`src/rtl/lut_interp_reader.sv`:
```
// -----------------------------------------------------------------------------
// lut_interp_reader
//   Requesting side of the sin/tanh LUT read interface. Accepts an argument x,
//   issues a one-cycle read to the LUT and captures base/next/frac on the LUT
//   response. It then linearly interpolates
//     y = base + ((next - base) * frac) >>> FRAC_W
//   and saturates the result to signed 16 bits. Only one transaction is in
//   flight at a time. A watchdog abandons requests that the LUT never answers.
//
// Parameters
//   FRAC_W       width of lut_frac
//   TIMEOUT_CYC  WAIT cycles without lut_valid before abort (1..255)
//
// Ports
//   clk        system clock
//   reset      asynchronous, active-low reset
//   in_valid   in_x valid
//   in_ready   block idle and out of reset, can accept in_x
//   in_x       signed Q15 LUT argument
//   lut_read   one-cycle read request to the LUT
//   lut_x      argument to the LUT, stable until the response or an abort
//   lut_valid  one-cycle LUT response strobe (honoured only in WAIT)
//   lut_base   LUT base sample (signed)
//   lut_next   LUT next sample (signed)
//   lut_frac   unsigned interpolation fraction
//   out_valid  out_y valid, held until out_ready
//   out_ready  downstream accepts out_y
//   out_y      signed interpolated result
//   timeout    one-cycle pulse when a request is aborted
// -----------------------------------------------------------------------------
module lut_interp_reader #(
   parameter int unsigned FRAC_W      = 4,
   parameter int unsigned TIMEOUT_CYC = 15
) (
   input  logic              clk,
   input  logic              reset,
   input  logic              in_valid,
   output logic              in_ready,
   input  logic [15:0]       in_x,
   output logic              lut_read,
   output logic [15:0]       lut_x,
   input  logic              lut_valid,
   input  logic [15:0]       lut_base,
   input  logic [15:0]       lut_next,
   input  logic [FRAC_W-1:0] lut_frac,
   output logic              out_valid,
   input  logic              out_ready,
   output logic [15:0]       out_y,
   output logic              timeout
);

   // Product width: 17-bit signed difference times (FRAC_W+1)-bit signed fraction.
   localparam int unsigned P_W = 18 + FRAC_W;

   localparam logic signed [P_W-1:0] C_MAX = P_W'(32767);
   localparam logic signed [P_W-1:0] C_MIN = P_W'(-32768);

   typedef enum logic [2:0] {
      S_IDLE,
      S_REQ,
      S_WAIT,
      S_MUL,
      S_ADD,
      S_OUT
   } state_t;

   state_t                  r_state;
   state_t                  w_state_nxt;

   logic [15:0]             r_x;
   logic [15:0]             r_base;
   logic [15:0]             r_next;
   logic [FRAC_W-1:0]       r_frac;
   logic signed [P_W-1:0]   r_prod;
   logic [7:0]              r_cnt;
   logic [15:0]             r_y;
   logic                    r_out_valid;
   logic                    r_timeout;

   logic                    w_accept;
   logic                    w_lut_hit;
   logic                    w_abort;
   logic signed [16:0]      w_diff;
   logic signed [P_W-1:0]   w_diff_x;
   logic signed [P_W-1:0]   w_frac_x;
   logic signed [P_W-1:0]   w_prod;
   logic signed [P_W-1:0]   w_base_x;
   logic signed [P_W-1:0]   w_sum;
   logic [15:0]             w_sat;

   assign in_ready  = (r_state == S_IDLE) & reset;
   assign lut_read  = (r_state == S_REQ);
   assign lut_x     = r_x;
   assign out_valid = r_out_valid;
   assign out_y     = r_y;
   assign timeout   = r_timeout;

   assign w_accept  = in_valid & in_ready;
   assign w_lut_hit = (r_state == S_WAIT) & lut_valid;
   // Abort on the WAIT cycle in which the counter would reach TIMEOUT_CYC.
   assign w_abort   = (r_state == S_WAIT) & ~lut_valid & (r_cnt == 8'(TIMEOUT_CYC - 1));

   // Interpolation datapath; everything is widened to P_W so the multiply is
   // exact and the arithmetic shift floors toward minus infinity.
   assign w_diff   = $signed({r_next[15], r_next}) - $signed({r_base[15], r_base});
   assign w_diff_x = $signed({{(P_W-17){w_diff[16]}}, w_diff});
   assign w_frac_x = $signed({{(P_W-FRAC_W){1'b0}}, r_frac});
   assign w_prod   = w_diff_x * w_frac_x;
   assign w_base_x = $signed({{(P_W-16){r_base[15]}}, r_base});
   assign w_sum    = w_base_x + (r_prod >>> FRAC_W);

   always_comb begin
      w_sat = w_sum[15:0];
      if (w_sum > C_MAX) begin
         w_sat = 16'h7FFF;
      end else if (w_sum < C_MIN) begin
         w_sat = 16'h8000;
      end
   end

   // State register
   always_ff @(posedge clk or negedge reset) begin
      if (!reset) begin
         r_state <= S_IDLE;
      end else begin
         r_state <= w_state_nxt;
      end
   end

   // Next-state logic
   always_comb begin
      w_state_nxt = r_state;
      case (r_state)
         S_IDLE: if (w_accept)  w_state_nxt = S_REQ;
         S_REQ:                 w_state_nxt = S_WAIT;
         S_WAIT: begin
            if (w_lut_hit) begin
               w_state_nxt = S_MUL;
            end else if (w_abort) begin
               w_state_nxt = S_IDLE;
            end
         end
         S_MUL:                 w_state_nxt = S_ADD;
         S_ADD:                 w_state_nxt = S_OUT;
         S_OUT:  if (out_ready) w_state_nxt = S_IDLE;
         default:               w_state_nxt = S_IDLE;
      endcase
   end

   // Datapath and registered outputs
   always_ff @(posedge clk or negedge reset) begin
      if (!reset) begin
         r_x         <= '0;
         r_base      <= '0;
         r_next      <= '0;
         r_frac      <= '0;
         r_prod      <= '0;
         r_cnt       <= '0;
         r_y         <= '0;
         r_out_valid <= 1'b0;
         r_timeout   <= 1'b0;
      end else begin
         r_timeout <= w_abort;

         if (w_accept) begin
            r_x <= in_x;
         end

         if (r_state == S_REQ) begin
            r_cnt <= '0;
         end else if ((r_state == S_WAIT) && !lut_valid) begin
            r_cnt <= r_cnt + 8'd1;
         end

         if (w_lut_hit) begin
            r_base <= lut_base;
            r_next <= lut_next;
            r_frac <= lut_frac;
         end

         if (r_state == S_MUL) begin
            r_prod <= w_prod;
         end

         if (r_state == S_ADD) begin
            r_y         <= w_sat;
            r_out_valid <= 1'b1;
         end else if ((r_state == S_OUT) && out_ready) begin
            r_out_valid <= 1'b0;
         end
      end
   end

endmodule

```
`config.mk`:
```
export PLATFORM = sky130hd
export DESIGN_NAME = lut_interp_reader
export DESIGN_NICKNAME = d
export VERILOG_FILES = /design/src/rtl/lut_interp_reader.sv
export SDC_FILE = /design/constraint.sdc
export NUM_CORES = 1
export LEC_CHECK = 0
export CORE_AREA = 5 5 132 134
export CTS_CLUSTER_DIAMETER = 60
export DETAILED_ROUTE_END_ITERATION = 6
export DIE_AREA = 0 0 137 139
export PLACE_DENSITY = 0.69
export SETUP_SLACK_MARGIN = 0.4
export SYNTH_ARGS = -nofsm -noshare
export SYNTH_HDL_FRONTEND = slang
export SYNTH_SLANG_ARGS = --single-unit
```
`constraint.sdc`:
```
create_clock -name clk -period 12.1 [get_ports clk]
set_input_delay 2.42 -clock clk [delete_from_list [all_inputs] [get_ports clk]]
set_output_delay 2.42 -clock clk [all_outputs]
set_load 0.02 [all_outputs]
```
==> results of run 1 <==
-- per-stage QoR --
step                worst slack [ns]  std cells  utilization [%]  cell area [sq um]  hold WS [ns]
CTS                             5.84       1163             57.9               9360         0.490
global placement                5.87       1148             56.0               9060         0.467
floorplan                       6.47        853                -               7920         0.454
finish                          5.88       1163             57.9               9360         0.487
global route                    5.75       1163             57.9               9360         0.509
detailed placement              5.86       1148             56.0               9060         0.475
-- path summary, 6_finish.rpt --
path / from / to / slack, ns / cells past startpoint
max in group asynchronous: reset / r_next[1] / 8.90 / 2
worst max register to register: r_base[0] / r_prod[21] / 6.35 / 24
worst min register to register: r_prod[16] / r_prod[16] / 0.49 / 2
min in group asynchronous: reset / lut_x[10] / 1.97 / 1
worst max-delay path: reset / in_ready / 5.88 / 3
worst min-delay path: r_prod[16] / r_prod[16] / 0.49 / 2
-- worst max-delay path: stages --
cell and delay [ns]:
buf_4 0.31, nor4b_1 0.38, clkdlybuf4s50_1 0.68
-- logic make-up (layout without fill, tap and decap cells) --
kind of cell               after synthesis  after routing
adders and majority gates              112            112
and+or+nand+nor                        251            251
AOI/OAI and AO/OA                      182            182
DFF                                     99             99
xor gates and xnor gates                47             47
muxes                                   37             37
buffers and inverters                  125            215
-- state kept, by name, indices dropped and copies added, names as in the netlist --
register / flops
r_next: 16
r_frac: 4
r_cnt: 8
lut_x: 16
timeout: 1
r_state: 3
out_y: 16
r_prod: 18
out_valid: 1
r_base: 16
-- cell type report --
cell class	count	area share, %
Multi-Input combinational cell	629	53.1
Sequential cell	99	26.5
Timing Repair Buffer	96	10.1
Inverter	104	4.17
Tap cell	220	2.94
Clock buffer	9	2.41
Clock inverter	6	0.722
-- placed cells by master, fill, tap and decap left out, types with 29 or more instances in the layout --
cell             instances
nand2_1                 69
fa_1                    36
and2_1                  46
clkdlybuf4s50_1         91
a21oi_1                 36
nor2_1                  47
mux2_2                  35
inv_1                  104
o21ai_0                 63
dfrtp_1                 99
xnor2_1                 29
ha_1                    76
-- metal layers --
layer,up-vias,global-route usage (%),share of wire [%]
met1,2865,27.7,48
met4,0,5.99,1.8
met5,-,0,0
met3,17,1.31,2.9
met2,87,28.9,47
li1,3076,-,-
==> out/summary.txt, run 1 <==
Max Root-Sink Buffers: 2
Vias in the first global route: 5824
Setup Fix Bufs, Post-CTS: 0
Largest family of logic cells by synthesized area: adder cells
Area contributors post-synth: dfrtp_1, ha_1, fa_1
CTS clk-pin slew, worst paths: 0.06 ns
Post-route ant nets: 0
Post-synthesis adder-cell area fraction: 21.1%
Kind of critical path: in -> out
Fin crit period: 6.22 ns
Final hold violations: 0
CP arrival: 3.80 ns
Clk sink count: 99
Slew margin rel.: 39.6%
Setup crit start kind: input port
Multiplexer share of the synthesized area: 5.28%
Ys async rst share: 100%
Root Driver: clkbuf_16
Routability cong.: 0.850
Yosys warnings: 0
Final Max Slew Viols: 0
CTS tree: done
Remaining global-route overflow: 0
RSZ-0062 raised after global routing: false
Worst-Margin Slew: 0.900 ns
FP Rows: 47
Library cells used by synthesis: 72
DP Wirelength: 13700 um
Simple-gate area share of the yosys netlist: 16.5%
Register area: 0.00248 sq mm
Maxcap violations: 0
CTS H-tree lvls: 3
Outcome: finished, final reports clean
Largest net degree at the start of global routing: 72
Mapped Cells: 853
Clk Latency, worst-skew pair: 0.35 ns
Seq/Total Area, Yosys: 31.3%
Most frequent cells after synthesis: inv_1, dfrtp_1, ha_1, nand2_1, o21ai_0
Max Clock Freq: 161 MHz
First-pass GRT wire length: 28900 um
Layout fillers: 1437
Via density: 5.20
Syn avg cell area: 9.28 sq um
HP Class: reg -> reg
DR pass1 iterations: 5
WL per Instance: 14.7 um
CP required: 9.68 ns
CTS-repair resized insts: 0
Residual DRC: 0
Peak fanout along the critical path: 30
Layout cell share with drive strength beyond 1: 8.17%
Height of the die: 139 um
Ant diodes: 0
Syn Nets: 1022
Dominant cell type by area after synthesis: dfrtp_1
Setup violators final: 0
Nets: 1108
EDFF count, synth: 0
XOR/XNOR share of the synthesized area: 5.20%
Most common cell in the synthesized netlist: inv_1
Hold_buf cts: 0
Routed vias: 6045
Multi-input gate area: 0.00497 sq mm
Post-synthesis sequential element count: 99
Share of the synthesized area in the top cell type: 31.3%
Clock skew: 0.0110 ns
Total track usage: 18.6%
Wirelength, routed: 17100 um
Die area: 0.0190 sq mm
Setup crit end kind: primary output
Core area: 0.0162 sq mm
Area grow syn2layout: 18.2%
Synth Cell Area: 0.00792 sq mm
Fin crit share: 51.4%
Initial Util: 49.0%
Setup TNS Final: 0 ns
Ys flop type: dfrtp_1
Die X: 137 um
TritonCTS buffer count: 9
IO Count: 93
Compound-Gate Fraction of Synth Area: 14.5%
Port Buffers: 92
DRT iter0 DRCs: 348
Initial antenna violation count: 0
Power of run 1 is not shown: default switching activity piles up to over one toggle a cycle in this logic, so the estimate is an artifact.
==> run 2: changes to the inputs <==
- clock period: 12.1 -> 6.2 ns (I/O delays scaled with it)
==> out/summary.txt, run 2 (same netlist as run 1, synthesis figures left out) <==
First-pass GRT wire length: 30000 um
WL per Instance: 15.4 um
Max FFs per register: 18
Slew margin rel.: 39.2%
Max Clock Freq: 180 MHz
Residual DRC: 0
Clock skew: 0.00796 ns
Vias in the first global route: 6060
CTS H-tree lvls: 3
Nets: 1112
Worst-Margin Slew: 0.906 ns
Setup ws final: 0.657 ns
Commonest non-fill, non-tap cell in the layout: inv_1
Final hold violations: 0
DR pass1 iterations: 5
Reg2Reg Depth: 25
Routability cong.: 0.828
Peak fanout along the critical path: 4
RSZ-0062 raised after global routing: true
Commonest cells after routing, fill and taps aside: inv_1, dfrtp_1, clkdlybuf4s50_1
Routed wl met3: 583 um
CP arrival: 5.77 ns
Met2 wire length: 8560 um
Setup TNS Final: 0 ns
Kind of critical path: reg -> reg
Die X: 137 um
Core area: 0.0162 sq mm
Hold path cells: 1
CTS clk-pin slew, worst paths: 0.07 ns
Largest net degree at the start of global routing: 73
Finished Layout Cells: 1168
CP required: 6.43 ns
Cell count after placement: 1148
Ant diodes: 0
Clk sink count: 99
DP Wirelength: 14000 um
Total track usage: 19.4%
Met1 wire length: 8490 um
Routed vias: 6140
CTS tree: done
FP Rows: 47
Root Driver: clkbuf_16
DRT iter0 DRCs: 412
Via density: 5.26
IO Count: 93
TritonCTS buffer count: 9
Clk Latency, worst-skew pair: 0.35 ns
Biggest register: r_prod
Initial Util: 49.0%
Remaining global-route overflow: 0
Initial antenna violation count: 0
Die area: 0.0190 sq mm
Setup violators final: 0
Post-route ant nets: 0
Highest routed layer: met4
Setup crit end kind: register
Layout cell share with drive strength beyond 1: 10.5%
Fin Hold WS: 0.477 ns
Fin crit share: 89.4%
DP Worst Slack: 0.468 ns
Port Buffers: 92
Outcome: finished, final reports clean
Height of the die: 139 um
Area grow syn2layout: 20.6%
Maxcap violations: 0
Final Max Slew Viols: 0
HP Class: reg -> reg
Setup crit start kind: register
Wirelength, routed: 18000 um
Max Root-Sink Buffers: 2
Fin crit period: 5.54 ns
-- run 2: final timing paths --
check | startpoint | to | slack (ns)
setup reg to reg | r_next[0] | r_prod[21] | 0.66
setup / recovery | r_next[0] | r_prod[21] | 0.66
max in group asynchronous | reset | r_next[1] | 4.19
hold reg to reg | out_valid | out_valid | 0.48
hold / removal | out_valid | out_valid | 0.48
min in group asynchronous | reset | lut_x[10] | 0.79
-- run 2: area by class of cell --
class | instances | area (sq um)
Clock buffer | 10 | 239
Clock inverter | 6 | 113
Fill cell | 1407 | 6620
Inverter | 104 | 390
Multi-Input combinational cell | 629 | 5080
Sequential cell | 99 | 2480
Tap cell | 220 | 275
Timing Repair Buffer | 100 | 978
-- run 2: through the flow --
step,instance area (sq um),utilization (%)
floorplan,7920,-
global placement,9060,56.0
detailed placement,9060,56.0
CTS,9420,58.2
global route,9550,59.1
finish,9550,59.1
-- run 2: worst max-delay path, stage by stage, from the launching register on --
cell,delay (ns)
dfrtp_1,0.36
inv_1,0.07
ha_2,0.18
inv_1,0.06
fa_2,0.37
a211oi_2,0.22
nor2_1,0.11
o31ai_2,0.27
o21bai_1,0.12
a21oi_2,0.18
xnor2_2,0.10
and2_1,0.17
ha_1,0.31
fa_1,0.54
inv_1,0.05
fa_1,0.53
inv_1,0.04
ha_1,0.33
nand3_1,0.12
o22ai_1,0.17
nor2_1,0.08
o221a_2,0.29
o31a_1,0.33
o21bai_1,0.18
xnor2_1,0.14
o21ai_1,0.09
-- run 2: layer usage --
metal,vias up,global-route usage [%]
met4,0,5.99
met1,2942,27.8
met3,19,2.18
li1,3084,-
met5,-,0
met2,95,30.8
-- run 2: what timing repair did --
action | CTS | global route
setup buffers | 0 | 4
gates resized for setup | 0 | 20
hold buffers | 0 | 0
endpoints found under the setup margin | 0 | 6
Power of run 2 is left out for the same reason.
